### src/rtl/prefetch_unit_if.sv
// -----------------------------------------------------------------------------
// prefetch_unit_if
// Purpose : bundles the fetch-side bus, the redirect input and the decoder-side
//           handshake of the instruction prefetch unit.
// Modports:
//   master - the prefetch unit itself (drives requests and the queue head)
//   slave  - the environment (instruction bus, decoder, redirect source)
// Signals :
//   jump_i, jump_addr_i                  redirect request and target
//   ireqvalid_o, ireqready_i, ireqaddr_o fetch request channel
//   irspvalid_i, irsprerr_i, irspdata_i  fetch response channel
//   ins_valid_o, ins_accept_i            decoder handshake
//   ins_o, ins_pc_o, ins_rerr_o          queue head toward the decoder
// -----------------------------------------------------------------------------
interface prefetch_unit_if #(
  parameter int C_XLEN = 32
);
  logic              jump_i;
  logic [C_XLEN-1:0] jump_addr_i;
  logic              ireqvalid_o;
  logic              ireqready_i;
  logic [C_XLEN-1:0] ireqaddr_o;
  logic              irspvalid_i;
  logic              irsprerr_i;
  logic [31:0]       irspdata_i;
  logic              ins_valid_o;
  logic              ins_accept_i;
  logic [31:0]       ins_o;
  logic [C_XLEN-1:0] ins_pc_o;
  logic              ins_rerr_o;

  modport master (
    input  jump_i, jump_addr_i, ireqready_i, irspvalid_i, irsprerr_i,
           irspdata_i, ins_accept_i,
    output ireqvalid_o, ireqaddr_o, ins_valid_o, ins_o, ins_pc_o, ins_rerr_o
  );

  modport slave (
    output jump_i, jump_addr_i, ireqready_i, irspvalid_i, irsprerr_i,
           irspdata_i, ins_accept_i,
    input  ireqvalid_o, ireqaddr_o, ins_valid_o, ins_o, ins_pc_o, ins_rerr_o
  );
endinterface

### src/rtl/prefetch_unit.sv
// -----------------------------------------------------------------------------
// prefetch_unit
// Purpose : instruction fetch front end. Issues in-order 32-bit word fetches,
//           queues the responses together with their PCs and hands them to the
//           decoder over a valid/accept handshake. A jump flushes the queue,
//           restarts fetching at the new PC and discards every response that
//           is still in flight for the old stream.
// Ports   :
//   clk_i    in  clock, all logic on the rising edge
//   reset_i  in  synchronous active-high reset
//   bus      master modport of prefetch_unit_if (request/response bus,
//            redirect input, decoder handshake)
// Parameters:
//   C_XLEN         address/PC width
//   C_FIFO_DEPTH_X log2 of queue depth (must be >= 1)
//   C_RESET_VECTOR first fetch PC after reset
// Configuration:
//   PFU_RERR_HALT_EN  when defined, a queued bus-error entry stops further
//                     requests until the next jump or reset; when undefined,
//                     fetching continues and the error only marks that entry.
// -----------------------------------------------------------------------------
module prefetch_unit #(
  parameter int                C_XLEN         = 32,
  parameter int                C_FIFO_DEPTH_X = 2,
  parameter logic [C_XLEN-1:0] C_RESET_VECTOR = {C_XLEN{1'b0}}
) (
  input logic             clk_i,
  input logic             reset_i,
  prefetch_unit_if.master bus
);

  localparam int PW    = C_FIFO_DEPTH_X;      // pointer width
  localparam int CW    = C_FIFO_DEPTH_X + 1;  // occupancy / credit counter width
  localparam int DEPTH = 2 ** C_FIFO_DEPTH_X;
  localparam logic [CW:0] C_DEPTH = (CW+1)'(DEPTH);

  // Queue storage
  logic [31:0]       data_q [DEPTH];
  logic [C_XLEN-1:0] pc_q   [DEPTH];
  logic              rerr_q [DEPTH];

  // Registered state
  logic [PW-1:0]     wr_ptr;
  logic [PW-1:0]     rd_ptr;
  logic [CW-1:0]     count;
  logic [CW-1:0]     outstanding;
  logic [CW-1:0]     discard;
  logic [C_XLEN-1:0] req_addr;
  logic [C_XLEN-1:0] rsp_pc;
  logic              req_valid;
  logic              halt;

  // Next-state values
  logic [PW-1:0]     wr_ptr_nxt;
  logic [PW-1:0]     rd_ptr_nxt;
  logic [CW-1:0]     count_nxt;
  logic [CW-1:0]     outstanding_nxt;
  logic [CW-1:0]     discard_nxt;
  logic [C_XLEN-1:0] req_addr_nxt;
  logic [C_XLEN-1:0] rsp_pc_nxt;
  logic              req_valid_nxt;
  logic              halt_nxt;

  // Per-cycle events
  logic              head_valid;
  logic              req_fire;
  logic              rsp_drop;
  logic              push;
  logic              pop;
  logic [C_XLEN-1:0] jump_target;

  // Handshake events of the current cycle; a jump overrides both queue ports.
  always_comb begin
    jump_target = bus.jump_addr_i & {{(C_XLEN-2){1'b1}}, 2'b00};
    head_valid  = (count != {CW{1'b0}});
    req_fire    = req_valid & bus.ireqready_i;
    rsp_drop    = (discard != {CW{1'b0}});
    push        = bus.irspvalid_i & ~rsp_drop & ~bus.jump_i;
    pop         = head_valid & bus.ins_accept_i & ~bus.jump_i;
  end

  // Next-state computation for pointers, counters, fetch PCs and halt.
  always_comb begin
    wr_ptr_nxt      = wr_ptr;
    rd_ptr_nxt      = rd_ptr;
    count_nxt       = count;
    outstanding_nxt = outstanding;
    discard_nxt     = discard;
    req_addr_nxt    = req_addr;
    rsp_pc_nxt      = rsp_pc;
    halt_nxt        = halt;

    // Outstanding counts requests on the bus, stale or not.
    case ({req_fire, bus.irspvalid_i})
      2'b10:   outstanding_nxt = outstanding + CW'(1'b1);
      2'b01:   outstanding_nxt = outstanding - CW'(1'b1);
      default: outstanding_nxt = outstanding;
    endcase

    if (bus.jump_i) begin
      // Everything already requested, including a request accepted in this
      // cycle, belongs to the old stream and must be thrown away on return.
      wr_ptr_nxt   = {PW{1'b0}};
      rd_ptr_nxt   = {PW{1'b0}};
      count_nxt    = {CW{1'b0}};
      discard_nxt  = outstanding_nxt;
      req_addr_nxt = jump_target;
      rsp_pc_nxt   = jump_target;
      halt_nxt     = 1'b0;
    end else begin
      if (push) begin
        wr_ptr_nxt = wr_ptr + PW'(1'b1);
        rsp_pc_nxt = rsp_pc + C_XLEN'(3'd4);
      end else begin
        wr_ptr_nxt = wr_ptr;
        rsp_pc_nxt = rsp_pc;
      end

      if (pop) begin
        rd_ptr_nxt = rd_ptr + PW'(1'b1);
      end else begin
        rd_ptr_nxt = rd_ptr;
      end

      case ({push, pop})
        2'b10:   count_nxt = count + CW'(1'b1);
        2'b01:   count_nxt = count - CW'(1'b1);
        default: count_nxt = count;
      endcase

      if (bus.irspvalid_i && rsp_drop) begin
        discard_nxt = discard - CW'(1'b1);
      end else begin
        discard_nxt = discard;
      end

      if (req_fire) begin
        req_addr_nxt = req_addr + C_XLEN'(3'd4);
      end else begin
        req_addr_nxt = req_addr;
      end

`ifdef PFU_RERR_HALT_EN
      if (push && bus.irsprerr_i) begin
        halt_nxt = 1'b1;
      end else begin
        halt_nxt = halt;
      end
`else
      halt_nxt = 1'b0;
`endif
    end

    // Credit: queued words plus words still on the bus never exceed the
    // queue depth, so a response always finds a free slot.
    req_valid_nxt = (({1'b0, count_nxt} + {1'b0, outstanding_nxt}) < C_DEPTH)
                    && !halt_nxt;
  end

  // Control state registers.
  always_ff @(posedge clk_i) begin
    if (reset_i) begin
      wr_ptr      <= {PW{1'b0}};
      rd_ptr      <= {PW{1'b0}};
      count       <= {CW{1'b0}};
      outstanding <= {CW{1'b0}};
      discard     <= {CW{1'b0}};
      req_addr    <= C_RESET_VECTOR;
      rsp_pc      <= C_RESET_VECTOR;
      req_valid   <= 1'b0;
      halt        <= 1'b0;
    end else begin
      wr_ptr      <= wr_ptr_nxt;
      rd_ptr      <= rd_ptr_nxt;
      count       <= count_nxt;
      outstanding <= outstanding_nxt;
      discard     <= discard_nxt;
      req_addr    <= req_addr_nxt;
      rsp_pc      <= rsp_pc_nxt;
      req_valid   <= req_valid_nxt;
      halt        <= halt_nxt;
    end
  end

  // Queue storage; cleared on reset so the head outputs start at zero.
  always_ff @(posedge clk_i) begin
    if (reset_i) begin
      for (int i = 0; i < DEPTH; i++) begin
        data_q[i] <= 32'h0000_0000;
        pc_q[i]   <= {C_XLEN{1'b0}};
        rerr_q[i] <= 1'b0;
      end
    end else if (push) begin
      data_q[wr_ptr] <= bus.irspdata_i;
      pc_q[wr_ptr]   <= rsp_pc;
      rerr_q[wr_ptr] <= bus.irsprerr_i;
    end else begin
      data_q[wr_ptr] <= data_q[wr_ptr];
    end
  end

  // Outputs come straight from registers; no response-to-decoder bypass.
  assign bus.ireqvalid_o = req_valid;
  assign bus.ireqaddr_o  = req_addr;
  assign bus.ins_valid_o = head_valid;
  assign bus.ins_o       = data_q[rd_ptr];
  assign bus.ins_pc_o    = pc_q[rd_ptr];
  assign bus.ins_rerr_o  = rerr_q[rd_ptr];

endmodule

### src/flat_wrapper.sv
// flat-port wrapper written by rule: the top's interface ports become plain ports
module prefetch_unit_flat 
#(
  parameter int                C_XLEN         = 32,
  parameter int                C_FIFO_DEPTH_X = 2,
  parameter logic [C_XLEN-1:0] C_RESET_VECTOR = {C_XLEN{1'b0}}
)
  (clk_i, reset_i, bus_jump_i, bus_jump_addr_i, bus_ireqready_i, bus_irspvalid_i, bus_irsprerr_i, bus_irspdata_i, bus_ins_accept_i, bus_ireqvalid_o, bus_ireqaddr_o, bus_ins_valid_o, bus_ins_o, bus_ins_pc_o, bus_ins_rerr_o);
  prefetch_unit_if #(.C_XLEN(C_XLEN)) bus_i ();
  input logic clk_i;
  input logic reset_i;
  input wire logic [$bits(bus_i.jump_i)-1:0] bus_jump_i;
  input wire logic [$bits(bus_i.jump_addr_i)-1:0] bus_jump_addr_i;
  input wire logic [$bits(bus_i.ireqready_i)-1:0] bus_ireqready_i;
  input wire logic [$bits(bus_i.irspvalid_i)-1:0] bus_irspvalid_i;
  input wire logic [$bits(bus_i.irsprerr_i)-1:0] bus_irsprerr_i;
  input wire logic [$bits(bus_i.irspdata_i)-1:0] bus_irspdata_i;
  input wire logic [$bits(bus_i.ins_accept_i)-1:0] bus_ins_accept_i;
  output wire logic [$bits(bus_i.ireqvalid_o)-1:0] bus_ireqvalid_o;
  output wire logic [$bits(bus_i.ireqaddr_o)-1:0] bus_ireqaddr_o;
  output wire logic [$bits(bus_i.ins_valid_o)-1:0] bus_ins_valid_o;
  output wire logic [$bits(bus_i.ins_o)-1:0] bus_ins_o;
  output wire logic [$bits(bus_i.ins_pc_o)-1:0] bus_ins_pc_o;
  output wire logic [$bits(bus_i.ins_rerr_o)-1:0] bus_ins_rerr_o;
  assign bus_i.jump_i = bus_jump_i;
  assign bus_i.jump_addr_i = bus_jump_addr_i;
  assign bus_i.ireqready_i = bus_ireqready_i;
  assign bus_i.irspvalid_i = bus_irspvalid_i;
  assign bus_i.irsprerr_i = bus_irsprerr_i;
  assign bus_i.irspdata_i = bus_irspdata_i;
  assign bus_i.ins_accept_i = bus_ins_accept_i;
  assign bus_ireqvalid_o = bus_i.ireqvalid_o;
  assign bus_ireqaddr_o = bus_i.ireqaddr_o;
  assign bus_ins_valid_o = bus_i.ins_valid_o;
  assign bus_ins_o = bus_i.ins_o;
  assign bus_ins_pc_o = bus_i.ins_pc_o;
  assign bus_ins_rerr_o = bus_i.ins_rerr_o;
  prefetch_unit #(.C_XLEN(C_XLEN), .C_FIFO_DEPTH_X(C_FIFO_DEPTH_X), .C_RESET_VECTOR(C_RESET_VECTOR)) u_core (.clk_i(clk_i), .reset_i(reset_i), .bus(bus_i));
endmodule
### config.mk
export PLATFORM = sky130hd
export DESIGN_NAME = prefetch_unit_flat
export DESIGN_NICKNAME = d
export VERILOG_FILES = /design/src/rtl/prefetch_unit_if.sv /design/src/rtl/prefetch_unit.sv /design/src/flat_wrapper.sv
export SDC_FILE = /design/constraint.sdc
export NUM_CORES = 1
export LEC_CHECK = 0
export ABC_AREA = 1
export BUFFER_PORTS_ARGS = -buffer_cell sky130_fd_sc_hd__buf_4
export CELL_PAD_IN_SITES_DETAIL_PLACEMENT = 2
export CELL_PAD_IN_SITES_GLOBAL_PLACEMENT = 2
export CORE_ASPECT_RATIO = 0.8
export CORE_UTILIZATION = 39
export CTS_CLUSTER_DIAMETER = 150
export CTS_CLUSTER_SIZE = 24
export DETAILED_ROUTE_END_ITERATION = 10
export GPL_ROUTABILITY_DRIVEN = 0
export PLACE_DENSITY_LB_ADDON = 0.1
export SLEW_MARGIN = 20
export SYNTH_ARGS = -nofsm -noshare
export SYNTH_HDL_FRONTEND = slang
export SYNTH_SLANG_ARGS = --single-unit
export TNS_END_PERCENT = 10
### constraint.sdc
create_clock -name clk_i -period 10.19 [get_ports clk_i]
set_input_delay 1.019 -clock clk_i [delete_from_list [all_inputs] [get_ports clk_i]]
set_output_delay 1.019 -clock clk_i [all_outputs]
set_load 0.1 [all_outputs]
; ---- Word-level counts from Yosys, hierarchy flattened
; Memories as Yosys holds them, arrays and structs flattened. A register that Yosys moved wholly into a read port is not among the register bits.
; Cells that the tools add are included.
[word_totals]
register_bits = 78
ramBits = 260
wordCells = 81
memories = 3
[classes]
add_sub_neg = 10
order_cmp = 1
eq_ne = 5
mux = 33
bitwise = 8
n_reduce_logical = 11
[memory_table]
columns = name, depth, width, read_ports, rd_clocked_by_memory_dff, wr, line_no
row1 = u_core.data_q, 4, 32, 1, 1, 4, prefetch_unit.sv:38  ; logic [31:0] data_q [DEPTH];
row2 = u_core.pc_q, 4, 32, 1, 1, 4, prefetch_unit.sv:39  ; logic [C_XLEN-1:0] pc_q [DEPTH];
row3 = u_core.rerr_q, 4, 1, 1, 1, 4, prefetch_unit.sv:40  ; logic rerr_q [DEPTH];
[ops]
columns = op, count
row1 = $mux 32, 7
row2 = $add 32x3->32 const B, 2
row3 = $reduce_or 32->1, 2
row4 = $mux 2, 9
row5 = $mux 1, 12
row6 = $pmux 3 s2, 2
row7 = $mux 3, 3
row8 = $sub 3x1->3 const B, 3
row9 = $add 3x1->3 const B, 2
row10 = $reduce_bool 2->1, 3
row11 = $reduce_bool 3->1, 2
row12 = $and 1x1->1, 5
row13 = $add 2x1->2 const B, 2
row14 = $add 3x3->4, 1
row15 = $eq 2x1->1 const B, 2
row16 = $eq 2x2->1 const B, 2
row17 = $lt 4x3->1 const B, 1
row18 = $not 1->1, 2
row19 = $reduce_and 2->1, 1
row20 = $reduce_or 2->1, 1
row21 = $logic_and 1x1->1, 1
row22 = $ne 0x0->1, 1
row23 = $or 1x1->1, 1
row24 = $reduce_or 1->1, 1

; ---- Longest topological paths before layout
; Gate-level depths: netlist of the first run.
[logic_depth]
word_depth = 11
depth_mapped = 16
depth_no_buf = 16

; ---- Least setup slack after synthesis of the first run
; No wires, ideal clock.
[synth_timing]
path_kind = in2reg
startpoint = input bus_jump_i
endpoint = memory u_core.data_q[3][0] (enable)
setup_time_ps = 577
arrival_ps = 6112
required_ps = 9613
path_slack_ps = 3500
path_stages = 4
cell_sequence = buf_6 nor2_1 inv_1 o31ai_1
[synth_lines]
columns = element, line_no
row1 = "start, declared", flat_wrapper.sv:12  ; input wire logic [$bits(bus_i.jump_i)-1:0] bus_jump_i;
row2 = "end, declared", prefetch_unit.sv:38

==> metrics.cfg, run 1 <==
[clock_tree]
clock_latency_ps = 540
hold_buffers = 0
clock_path_buffers = 3
clk_pin_slew_ps = 100
cts_max_level = 1
cts_root_buf = clkbuf_16
post_cts_resized = 0
postCtsSetupBuffers = 0
cts_tree = built
numCtsBuffers = 17
cts.sinks = 328

[yosys]
syn_area_sq_mm = 0.0155
synthCells = 1756
synth-edff-count = 252
yosys_warnings = 0
synth_top_cell_by_area = edfxtp_1
netlist.area_leader.share = 0.488
synth_area_leaders = edfxtp_1, nor2_1, dfxtp_1
synth_ff_type = edfxtp_1
seq_area_frac_synth = 0.586
syn_avg_cell_area_sq_um = 8.83
synthArstFlopShare = 0
yosysUniqueCellTypes = 39
ys_ff_latch = 328

[setup_path]
critPathKind = flop to primary output
worstPathBufferInverterCount = 4
crit_slowest_cell = clkinv_1
path_cells = buf_4 -> clkinv_1 -> buf_4 -> o21ai_0 -> o22ai_1 -> buf_4
cp-end-kind = primary output
cp_slowest_stage_delay_ps = 860
arrival_ps = 3620
critPathLaunchType = flop
cpLargestDelayFamily = buffers and inverters
critPathRequiredTime_ps = 9170
cp_max_fo = 64
crit_top_cell = buf_4
r2r-start = u_core.discard[0]

[route]
routed_wl_um = 55100
final_antenna_net_count = 0
drt-initial-drc-count = 908
viasPerCell = 5.47
dr.pass1.iters = 5
drc = 0
routedWlPerCell_um = 23.0
vias = 13100

[sta]
tightestPinTransition_ps = 1080
setup_tns_ps = 0
fmax_mhz = 215
rsz0062_at_grt = no
setup_ws_ps = 5550
hold_viol = 0
setup_viol = 0
maxSlewViolCount = 0
fin_crit_ps = 4640
slew_headroom = 0.277
min_period_over_period = 0.456
fin_skew_ps = 25.3

[pwr]
leakage_uw = 0.00685
power_density_mw_per_mm2 = 167
ir_worst_vdd_mv = 0.112

[placement]
place_inst = 2370
place_hpwl_um = 36700
dp_worst_setup_slack_ps = 5420
io_buffers = 163

[global_route]
antenna_found_initial = 0
grt_max_degree = 97
grt_pass1_wl_um = 84600
grt_overflow = 0
grt_usage = 0.272
grt_pass1_vias = 14400

[layout]
drive_gt1_frac = 0.121
mostFrequentLayoutCell = nor2_1
antenna_cells = 0
nets = 1942
final_cell_mix = nor2_1, edfxtp_1, nand2_1
syn2layout_area_growth_pct = 13.5
instances_no_fill = 2400

[floorplan]
fp.dieW_um = 225
initial_core_util = 0.401
dieHeight_um = 180
dieArea_sq_mm = 0.0406
rows = 64
coreArea_sq_mm = 0.0387
ios = 170

[job]
maxCapViolCount = 0

[min_path]
holdCritPathClass = flop to flop
hp-start = u_core.rd_ptr[1]

[status]
status = completed

==> registers in the layout, indices dropped and copies added (netlist names), 3 cells and up, named ones only <==
register	cells
u_core.pc_q	120
u_core.outstanding	3
u_core.rerr_q	4
u_core.discard	3
u_core.count	3
u_core.data_q	128
u_core.rsp_pc	30
u_core.bus.ireqaddr_o	30
==> worst register-to-register path, stage by stage (launching register included) <==
cell and delay [ps]:
dfxtp_1 330, inv_1 90, ha_1 160, inv_1 50, nor2_1 110, nand2_2 170
nor2_2 130, buf_4 340, nand3_4 610, nand2_4 1130
==> cells by family after synthesis <==
| group | count (synthesis) | share of synthesized area |
|---|---|---|
| AND/OR/NAND/NOR | 815 | 0.215 |
| flip-flops | 328 | 0.586 |
| AO/OA/AOI/OAI | 318 | 0.110 |
| buffers and inverters | 269 | 0.0704 |
| XOR/XNOR | 15 | 0.00847 |
| adder cells (fa/ha/maj) | 10 | 0.00904 |
| other | 1 | 0.000242 |
==> layout make-up <==
type	instances	area [sq um]
multi-input cells	1162	5370
clock buffers	28	467
repair buffers	177	1330
fillers	4366	21100
well taps	528	661
inverters	175	659
flip-flops and latches	328	9090
clock inverters	2	17.5
==> metal layers <==
layer | part of all wire | routed length (um) | global-route usage | vias up
met2 | 0.49 | 26800 | 0.464 | 234
met5 | 0 | 0 | 0 | -
li1 | - | - | - | 6064
met3 | 0.037 | 2030 | 0.0316 | 73
met1 | 0.45 | 25000 | 0.368 | 6764
met4 | 0.024 | 1310 | 0.0678 | 0
==> synthesized netlist by cell type (all sizes together) (5+ instances only) <==
master	n
nor3	53
ha	8
clkbuf	58
nand3	53
xor2	10
nor2	432
dfxtp	76
a31oi	14
nand4	16
nand2	248
a21oi	51
edfxtp	252
o22ai	63
xnor2	5
inv	171
o21ai	182
buf	36
==> final timing paths <==
kind / depth (start not counted) / to / slack (ps)
setup / recovery: 6 / bus_ins_pc_o[18] / 5550
hold / removal: 2 / flop / 480
setup reg to reg: 9 / u_core.data_q[0][13] / 6640
hold reg to reg: 2 / flop / 480
==> power by group <==
part	internal, uW	total, uW	switching, uW
Combinational	121	605	484
Sequential	1520	1560	46.5
Clock	323	771	449
==> stage by stage <==
step | power [uW] | hold slack [ps] | area (sq um) | util
after CTS | 2960 | 480 | 17600 | 0.455
final | 2940 | 476 | 17600 | 0.455
after global routing | 3040 | 516 | 17600 | 0.455
after global placement | 2180 | 440 | 17100 | 0.442
after floorplan | 2010 | 437 | 15500 | -
after detailed placement | 2200 | 458 | 17100 | 0.442
Note: power is estimated with default switching activity, not from simulation.
==> run 2, diff against run 1 <==
--- a/config.mk
+++ b/config.mk
@@ -10,7 +10,7 @@
 export CELL_PAD_IN_SITES_DETAIL_PLACEMENT = 2
 export CELL_PAD_IN_SITES_GLOBAL_PLACEMENT = 2
 export CORE_ASPECT_RATIO = 0.8
-export CORE_UTILIZATION = 39
+export CORE_UTILIZATION = 36
 export CTS_CLUSTER_DIAMETER = 150
 export CTS_CLUSTER_SIZE = 24
 export DETAILED_ROUTE_END_ITERATION = 10
==> constraint.sdc (replaced) <==
create_clock -name clk_i -period 4.4 [get_ports clk_i]
set_input_delay 0.44 -clock clk_i [delete_from_list [all_inputs] [get_ports clk_i]]
set_output_delay 0.44 -clock clk_i [all_outputs]
set_load 0.1 [all_outputs]
==> metrics.cfg, run 2 (same netlist as run 1, synthesis figures left out) <==
[floorplan]
fp.dieW_um = 234
rows = 67
dieArea_sq_mm = 0.0439
initial_core_util = 0.368
ios = 170
coreArea_sq_mm = 0.0422
dieHeight_um = 188

[layout]
reg_top3 = u_core.data_q (128), u_core.pc_q (120)
final_cell_mix = nor2_1, edfxtp_1, nand2_1
antenna_cells = 0
regMostFlops = u_core.data_q
nets = 1954
syn2layout_area_growth_pct = 14.6
largest_reg_flops = 128
drive_gt1_frac = 0.127
instances_no_fill = 2435
mostFrequentLayoutCell = nor2_1

[sta]
fmax_mhz = 276
setup_tns_ps = 0
fin_skew_ps = 18.9
holdWs_ps = 166
setup_viol = 0
maxSlewViolCount = 0
hold_viol = 0
min_period_over_period = 0.822
fin_crit_ps = 3620
tightestPinTransition_ps = 1020
rsz0062_at_grt = no
slew_headroom = 0.319

[route]
routedWlPerCell_um = 22.5
vias = 13000
dr.pass1.iters = 8
drc = 6
drt-initial-drc-count = 690
routed_wl_um = 54700
final_antenna_net_count = 0
viasPerCell = 5.34

[clock_tree]
numCtsBuffers = 17
post_cts_resized = 0
postCtsSetupBuffers = 0
cts_tree = built
clk_pin_slew_ps = 120
cts_max_level = 1
clock_latency_ps = 530
clock_path_buffers = 3
cts.sinks = 328
cts_root_buf = clkbuf_16
hold_buffers = 0

[status]
violations = design-rule violations
status = finished with violations

[pwr]
ir_worst_vdd_mv = 0.193
leakage_uw = 0.00693
power_density_mw_per_mm2 = 384

[job]
maxCapViolCount = 0

[placement]
place_inst = 2406
place_hpwl_um = 36100
io_buffers = 163

[global_route]
grtUsageMet3 = 0.0227
antenna_found_initial = 0
grt_usage = 0.250
grtUsageMet2 = 0.421
grt_overflow = 0
grt_pass1_vias = 14200
grt_max_degree = 83
grt_pass1_wl_um = 84100
busiest_layer = met2
grt_use_met1 = 0.353

[min_path]
holdCritPathClass = input port to flop

[setup_path]
critPathKind = flop to primary output
cp-end-kind = primary output
cp_max_fo = 60
critPathLaunchType = flop
critPathRequiredTime_ps = 3960
arrival_ps = 3180

run 2: routing by layer:
layer / wire length [um] / up-vias
li1: - / 6081
met2: 26400 / 162
met3: 1430 / 39
met1: 26200 / 6717
met5: 0 / -
met4: 682 / 0
run 2: where the power goes:
part / total [uW] / switching (uW) / internal, uW
logic: 1420 / 1130 / 297
registers: 3610 / 103 / 3510
clock network: 1800 / 1050 / 744
total: 6830 / 2280 / 4550
run 2: final cells by class:
type | instances | area [sq um]
clock buffers | 28 | 467
clock inverters | 1 | 8.76
fillers | 4671 | 24400
inverters | 175 | 661
multi-input cells | 1162 | 5370
flip-flops and latches | 328 | 9090
well taps | 552 | 691
repair buffers | 189 | 1480
run 2: critical path, stage by stage (launching register included):
cell	delay [ps]
dfxtp_4	690
clkinv_2	780
buf_12	470
o21ai_0	200
o22ai_1	140
buf_4	260
run 2: final timing paths:
path,start,endpoint,slack (ps),cells after the start
setup / recovery,flop,bus_ins_pc_o[18],780,5
hold / removal,bus_jump_addr_i[15],u_core.bus.ireqaddr_o[15],170,3
setup reg to reg,u_core.discard[0],u_core.bus.ireqvalid_o,1030,16
hold reg to reg,u_core.rd_ptr[1],flop,470,2
run 2: through the flow:
stage / instance area (sq um) / worst slack, ps / total power, uW / utilization
after global placement: 17300 / 1110 / 5070 / 0.410
after floorplan: 15500 / 66.9 / 4650 / -
after CTS: 17800 / 748 / 6890 / 0.421
after global routing: 17800 / 510 / 7080 / 0.421
after detailed placement: 17300 / 1050 / 5110 / 0.410
final: 17800 / 783 / 6830 / 0.421
==> run 3, diff against run 2 <==
--- a/config.mk
+++ b/config.mk
@@ -5,7 +5,7 @@
 export SDC_FILE = /design/constraint.sdc
 export NUM_CORES = 1
 export LEC_CHECK = 0
-export ABC_AREA = 1
+export ABC_AREA = 0
 export BUFFER_PORTS_ARGS = -buffer_cell sky130_fd_sc_hd__buf_4
 export CELL_PAD_IN_SITES_DETAIL_PLACEMENT = 2
 export CELL_PAD_IN_SITES_GLOBAL_PLACEMENT = 2
==> constraint.sdc (replaced) <==
create_clock -name clk_i -period 3.2 [get_ports clk_i]
set_input_delay 0.32 -clock clk_i [delete_from_list [all_inputs] [get_ports clk_i]]
set_output_delay 0.32 -clock clk_i [all_outputs]
set_load 0.1 [all_outputs]
==> metrics.cfg, run 3 <==
[status]
status = completed

[floorplan]
initial_core_util = 0.365
ios = 170
dieArea_sq_mm = 0.0419
coreArea_sq_mm = 0.0405
dieHeight_um = 183
rows = 66
fp.dieW_um = 229

[sta]
setup_tns_ps = 0
hold_viol = 0
fin_crit_ps = 3050
maxSlewViolCount = 0
tightestPinTransition_ps = 1060
fmax_mhz = 328
slew_headroom = 0.289
fin_skew_ps = 19.5
setup_viol = 0
min_period_over_period = 0.954
rsz0062_at_grt = no
holdWs_ps = 84.0

[pwr]
p_int_uw = 6450
leakage_uw = 0.00655
power_density_mw_per_mm2 = 554
combinationalPowerShare = 0.225
ir_worst_vdd_mv = 0.261
p_clk_frac = 0.251
p_sw_frac = 0.330
power.switching_uw = 3170
power_frac_seq = 0.524

[clock_tree]
postCtsSetupBuffers = 0
clock_latency_ps = 530
cts_root_buf = clkbuf_16
clock_path_buffers = 3
cts_max_level = 1
cts_tree = built
cts.sinks = 328
numCtsBuffers = 17
clk_pin_slew_ps = 100

[route]
viasPerCell = 5.33
vias = 10100
final_antenna_net_count = 0
drc = 0
routed_wl_um = 44800
drt-initial-drc-count = 606
routedWlPerCell_um = 23.7
dr.pass1.iters = 5

[yosys]
synth_area_leaders = edfxtp_1, dfxtp_1, mux4_2
seq_area_frac_synth = 0.614
synth_top_cell_by_area = edfxtp_1
yosysUniqueCellTypes = 59
synth.most_common_cell = edfxtp_1
yosys_warnings = 0
synthCells = 1198
synth_ff_type = edfxtp_1
synthArstFlopShare = 0
synthTopCellsByCount = edfxtp_1, nor2_1, nand2_1
syn_area_sq_mm = 0.0148
syn_avg_cell_area_sq_um = 12.4
ys_ff_latch = 328
netlist.area_leader.share = 0.511
synth-edff-count = 252

[setup_path]
cp_slowest_stage_delay_ps = 500
regToRegEndpoint = u_core.bus.ireqvalid_o
cp-end-kind = flop
critPathLaunchType = flop
r2r-start = u_core.count[2]
crit_slowest_cell = or4_1
r2r_cells = 11
critPathRequiredTime_ps = 3640
cp_max_fo = 3
critPathKind = flop to flop
arrival_ps = 3490
path_cells = or3_1 -> and3_4 -> ha_2 -> fa_1 -> xnor2_1 -> nor2_1 -> xnor2_1 -> nor2_1 -> ha_1 -> or4_1 -> a31oi_1
rrSetupSlack_ps = 150

[global_route]
grtUsageMet3 = 0.0229
grt_max_degree = 76
antenna_found_initial = 0
grt_usage = 0.214
grtUsageMet2 = 0.372
grt_use_met1 = 0.296
grt_overflow = 0
grt_pass1_vias = 11100
busiest_layer = met2
grt_pass1_wl_um = 68100

[layout]
regMostFlops = u_core.data_q
final_cell_mix = edfxtp_1, buf_4, nor2_1
syn2layout_area_growth_pct = 17.3
n_fill_cell = 4144
reg_top3 = u_core.data_q (128), u_core.pc_q (120)
mostFrequentLayoutCell = edfxtp_1
antenna_cells = 0
drive_gt1_frac = 0.225
nets = 1418
largest_reg_flops = 128

[min_path]
hp-start = bus_irspdata_i[18]
min_to = u_core.data_q[1][18]
min_path_cells = 2
holdCritPathClass = input port to flop

[placement]
io_buffers = 163
place_hpwl_um = 29800

[job]
maxCapViolCount = 0

[run 3: through the flow]
stage | setup slack (ps) | cells | area, sq um | utilization | total power (uW)
after floorplan | -1030 | 1201 | 14800 | - | 6630
after global placement | 168 | 1862 | 16900 | 0.416 | 7260
after detailed placement | 78.9 | 1862 | 16900 | 0.416 | 7320
after CTS | 39.9 | 1891 | 17300 | 0.428 | 9740
after global routing | 0.306 | 1891 | 17400 | 0.428 | 9990
final | 147 | 1891 | 17400 | 0.428 | 9620
[run 3: worst max-delay path by stage]
stage,start,end,slack [ps],cells past startpoint
finish,u_core.count[2],u_core.bus.ireqvalid_o,150,11
global route,u_core.discard[0],u_core.bus.ireqvalid_o,0.3,14
CTS,u_core.count[0],u_core.bus.ireqvalid_o,40,11
detailed placement,u_core.count[0],u_core.bus.ireqvalid_o,80,11
global placement,u_core.count[0],u_core.bus.ireqvalid_o,170,11
floorplan,u_core.discard[0],u_core.data_q[1][0],-1030,5
[run 3: area by class of cell]
type                            count  area (sq um)  area share
Sequential cell                   328          9090       0.524
Multi-Input combinational cell    714          5160       0.297
Timing Repair Buffer              199          1660      0.0955
Tap cell                          544           681      0.0392
Clock buffer                       28           467      0.0269
Inverter                           77           289      0.0167
Clock inverter                      1          8.76    0.000505
[run 3: what timing repair did]
action	in CTS	in global routing
resized for setup	0	5
setup endpoints to repair	0	1
hold buffers	0	0
[run 3: power groups by stage]
stage	sequential, uW	clock (uW)	combinational (uW)
after global placement	5120	0	2140
after detailed placement	5140	0	2180
after floorplan	5310	0	1320
after global routing	5080	2630	2280
after CTS	5050	2510	2190
final	5040	2410	2170
[run 3: critical path, delay by kind of cell, from the launching register on]
family	cells	cell delay, ps
xor+xnor	2	290
flops	1	330
simple gates	5	1340
fa+ha+maj	3	860
compound gates	1	160
[run 3: logic make-up (layout without fill, tap and decap cells)]
group / Yosys count / in the layout / synth area share
and+or+nand+nor: 475 / 475 / 0.156
DFF: 328 / 328 / 0.614
buffers and inverters: 159 / 305 / 0.0425
AOI/OAI and AO/OA: 129 / 129 / 0.0621
muxes: 66 / 66 / 0.0979
xor gates and xnor gates: 30 / 30 / 0.0178
adders and majority gates: 10 / 10 / 0.00947
other: 1 / 4 / 0.000253
[run 3: layer usage]
metal | part of all wire | up-vias
met5 | 0 | -
met4 | 0.010 | 0
met3 | 0.025 | 21
met2 | 0.50 | 112
met1 | 0.47 | 5313
li1 | - | 4638
